### src/rtl/gcd_exp_ram.sv
// Expected-result table: registered write port, asynchronous read port.
module gcd_exp_ram #(
  parameter int unsigned W     = 2,
  parameter int unsigned DEPTH = 16,
  parameter int unsigned AW    = $clog2(DEPTH)
) (
  input  logic          clock,
  input  logic          i_wr_en,
  input  logic [AW-1:0] i_wr_addr,
  input  logic [W-1:0]  i_wr_data,
  input  logic [AW-1:0] i_rd_addr,
  output logic [W-1:0]  o_rd_data
);

  logic [W-1:0] r_mem [DEPTH];

  // Table storage; contents are deliberately not reset.
  always_ff @(posedge clock) begin
    if (i_wr_en) r_mem[i_wr_addr] <= i_wr_data;
  end

  assign o_rd_data = r_mem[i_rd_addr];

endmodule

### config.mk
export PLATFORM = sky130hd
export DESIGN_NAME = gcd_exp_ram
export DESIGN_NICKNAME = d
export VERILOG_FILES = /design/src/rtl/gcd_exp_ram.sv
export SDC_FILE = /design/constraint.sdc
export NUM_CORES = 1
export LEC_CHECK = 0
export CELL_PAD_IN_SITES_DETAIL_PLACEMENT = 0
export CELL_PAD_IN_SITES_GLOBAL_PLACEMENT = 1
export CORE_MARGIN = 2
export CORE_UTILIZATION = 30
export CTS_BUF_LIST = sky130_fd_sc_hd__clkbuf_16
export DETAILED_ROUTE_END_ITERATION = 8
export PLACE_DENSITY = 0.55
export SYNTH_ARGS = -nofsm -noshare
export SYNTH_HDL_FRONTEND = slang
export SYNTH_SLANG_ARGS = --single-unit
### constraint.sdc
create_clock -name clock -period 1.6 [get_ports clock]
set_input_delay 0.32 -clock clock [delete_from_list [all_inputs] [get_ports clock]]
set_output_delay 0.32 -clock clock [all_outputs]
set_load 0.02 [all_outputs]
==> results.py <==
metrics = {
    "run_status": {
        "outcome": "finished with violations",
        "failed_checks": "negative setup slack",
    },
    "floorplanning": {
        "start_util_pct": 30.99,
        "num_rows": 24,
        "io_pins": 14,
        "fp.dieH_um": 70.84,
        "core_area_mm2": 0.004324,
        "die_w_um": 70.84,
        "die_area_mm2": 0.005018,
    },
    "clock_tree": {
        "cts_htree_levels": 2,
        "hold_buffers": 0,
        "post_cts_buffers": 0,
        "clk_pin_slew_ps": 50,
        "numClockSinks": 32,
        "cts_root_buffer": "clkbuf_16",
        "cts_buffers": 5,
        "clockBufferDepth": 2,
        "cts_tree": "done",
    },
    "logic_synthesis": {
        "synth_area_leader_cell": "edfxtp_1",
        "yosys-top-cells-count": "32 x edfxtp_1, 13 x nor2_1, 5 x nand3_1",
        "synth-seq-cells": 32,
        "ys_warn_count": 0,
        "avgSynthCellArea_um2": 17.63,
        "netlist_instances": 76,
        "synth_nets": 88,
        "syn-cell-area_mm2": 0.001340,
        "synth_edf_count": 32,
        "synthArstFlopShare_pct": 0,
        "synth_cell_type_count": 14,
        "synth_top_area_share_pct": 71.71,
        "synth-seq-area-share_pct": 71.71,
        "synthTopCellsByArea": "edfxtp_1 72%, mux4_1 7.8%, mux4_2 6.7%",
        "synth-main-ff-cell": "edfxtp_1",
        "synth.most_common_cell": "edfxtp_1",
    },
    "power": {
        "clkPwrFrac_pct": 42.9,
        "p_seq_share_pct": 48.3,
        "p_sw_mw": 0.3671,
        "pwr_density_cell_mw_per_mm2": 1074,
        "swShare_pct": 18.74,
        "p_int_mw": 1.592,
        "p_leak_nw": 0.6366,
        "p_comb_share_pct": 8.7,
        "max-vdd-ir-drop_uv": 485.0,
    },
    "routing": {
        "viasPerCell": 4.622,
        "via_count": 758,
        "firstDrtPassIters": 4,
        "drc": 0,
        "post_drt_wl_per_cell_um": 14.07,
        "wl_mm": 2.307,
        "antenna_left": 0,
        "drtIter0Drc": 9,
    },
    "global_routing": {
        "grt_overflow": 0,
        "grt_pass1_wl_mm": 3.995,
        "grt_max_degree": 17,
        "grt_pass1_vias": 814,
        "grtUsageTotal_pct": 10.82,
        "grt_antenna_before_repair": 0,
    },
    "sta": {
        "period_needed_ps": 1845,
        "finalSetupViolCount": 2,
        "layout_setup_ws_ps": -244.9,
        "slew_violations": 0,
        "holdWs_ps": 812.9,
        "fmaxAchievable_ghz": 0.5420,
        "hold_viol": 0,
        "max_slew_margin_pct": 79.10,
        "worstMarginPinSlew_ps": 311.1,
        "rsz0062_at_grt": "true",
        "period_share_pct": 115.3,
    },
    "setup_path": {
        "critPathKind": "reg -> out",
        "arrival_ps": 1520,
        "cp-start-kind": "flop",
        "worstPathRequired_ps": 1280,
        "crit_end": "o_rd_data[1]",
        "worstPathMaxFanout": 1,
        "cp-end-kind": "primary output",
        "crit_start": "r_mem[2][1]",
    },
    "finish": {
        "fillCellCount": 399,
        "regMostFlops": "r_mem",
        "final_util_pct": 42.16,
        "syn_to_final_growth_pct": 36.04,
        "instances_no_fill": 164,
        "drive_gt1_share_pct": 31.25,
        "post-route-cell-area_mm2": 0.001823,
        "top_regs": "r_mem: 32 flops",
        "nNetsFinal": 124,
        "n_antenna_cell": 0,
        "largest_reg_flops": 32,
    },
    "placed_design": {
        "gp_congestion": 0.7405,
        "hpwl_mm": 1.818,
        "preCtsSetupSlack_ps": -1069,
        "postPlaceCellArea_mm2": 0.001683,
        "post-place-cells": 157,
        "io_buffers": 13,
    },
    "worst_hold_path": {
        "holdCritPathClass": "in -> reg",
        "min_from": "i_wr_data[0]",
    },
    "job": {
        "drv_cap": 0,
    },
}
[per-layer routing]
metal	wire length (um)	GRT usage, %	vias up
met2	1075	16.61	18
li1	-	-	375
met5	0	0	-
met3	106	4.131	6
met1	1079	13.59	359
met4	47	5.031	0
[power by group through the flow]
stage          sequential, mW  clock, mW  combinational (mW)
2_1_floorplan           0.960          0              0.0711
3_3_place_gp            0.961          0               0.168
3_5_place_dp            0.962          0               0.170
4_1_cts                 0.946      0.857               0.175
5_1_grt                 0.946      0.900               0.188
6_report                0.946      0.841               0.171
[logic make-up after synthesis]
| kind of cell | Yosys count | share of synthesized area [%] |
|---|---|---|
| DFF | 32 | 71.71 |
| and+or+nand+nor | 32 | 11.48 |
| muxes | 8 | 14.57 |
| AOI/OAI and AO/OA | 2 | 1.120 |
| buffers and inverters | 2 | 1.120 |
[what timing repair did]
action | 4_1_cts | 5_1_grt
pin swaps | 3 | 2
hold endpoints to repair | 0 | 0
setup endpoints to repair | 4 | 2
cloned | 0 | 0
gates resized for setup | 20 | 0
[stage by stage]
| step | TNS [ps] | power [mW] |
|---|---|---|
| 2_1_floorplan | -1.558 | 1.031 |
| 3_3_place_gp | -4524 | 1.129 |
| 3_5_place_dp | -5232 | 1.132 |
| 4_1_cts | -553.0 | 1.978 |
| 5_1_grt | -589.4 | 2.034 |
| 6_report | -484.9 | 1.959 |
[cells in the final DEF (no fill, tap or decap), types with 3 or more instances in the layout]
cell type	netlist	layout
buf_4	0	16
buf_6	1	3
clkbuf_16	0	5
clkdlybuf4s50_1	0	9
edfxtp_1	32	32
mux4_1	4	4
mux4_2	4	4
nand2_1	3	3
nand3_1	5	3
nor2_1	13	13
nor3_1	4	4
[cell type report]
type | instances | area (um2) | area share [%]
clock inverters | 2 | 7.507 | 0.4118
repair buffers | 31 | 277.8 | 15.24
multi-input cells | 42 | 386.6 | 21.21
flip-flops and latches | 32 | 960.9 | 52.71
clock buffers | 5 | 125.1 | 6.863
well taps | 52 | 65.06 | 3.569
[worst min-delay path by stage]
stage | end | slack [ps] | depth (start not counted)
CTS | r_mem[12][0] | 810 | 2
finish | r_mem[8][0] | 810 | 2
global placement | r_mem[8][0] | 1090 | 2
floorplan | r_mem[0][0] | 420 | 0
global route | r_mem[0][0] | 830 | 2
detailed placement | r_mem[12][0] | 1100 | 2
[critical path: stages (launching register included)]
cell and delay, ps:
edfxtp_1 380, mux4_2 480, a22oi_2 180, nand3_2 80
buf_6 140
(Power assumes the default switching activity.)
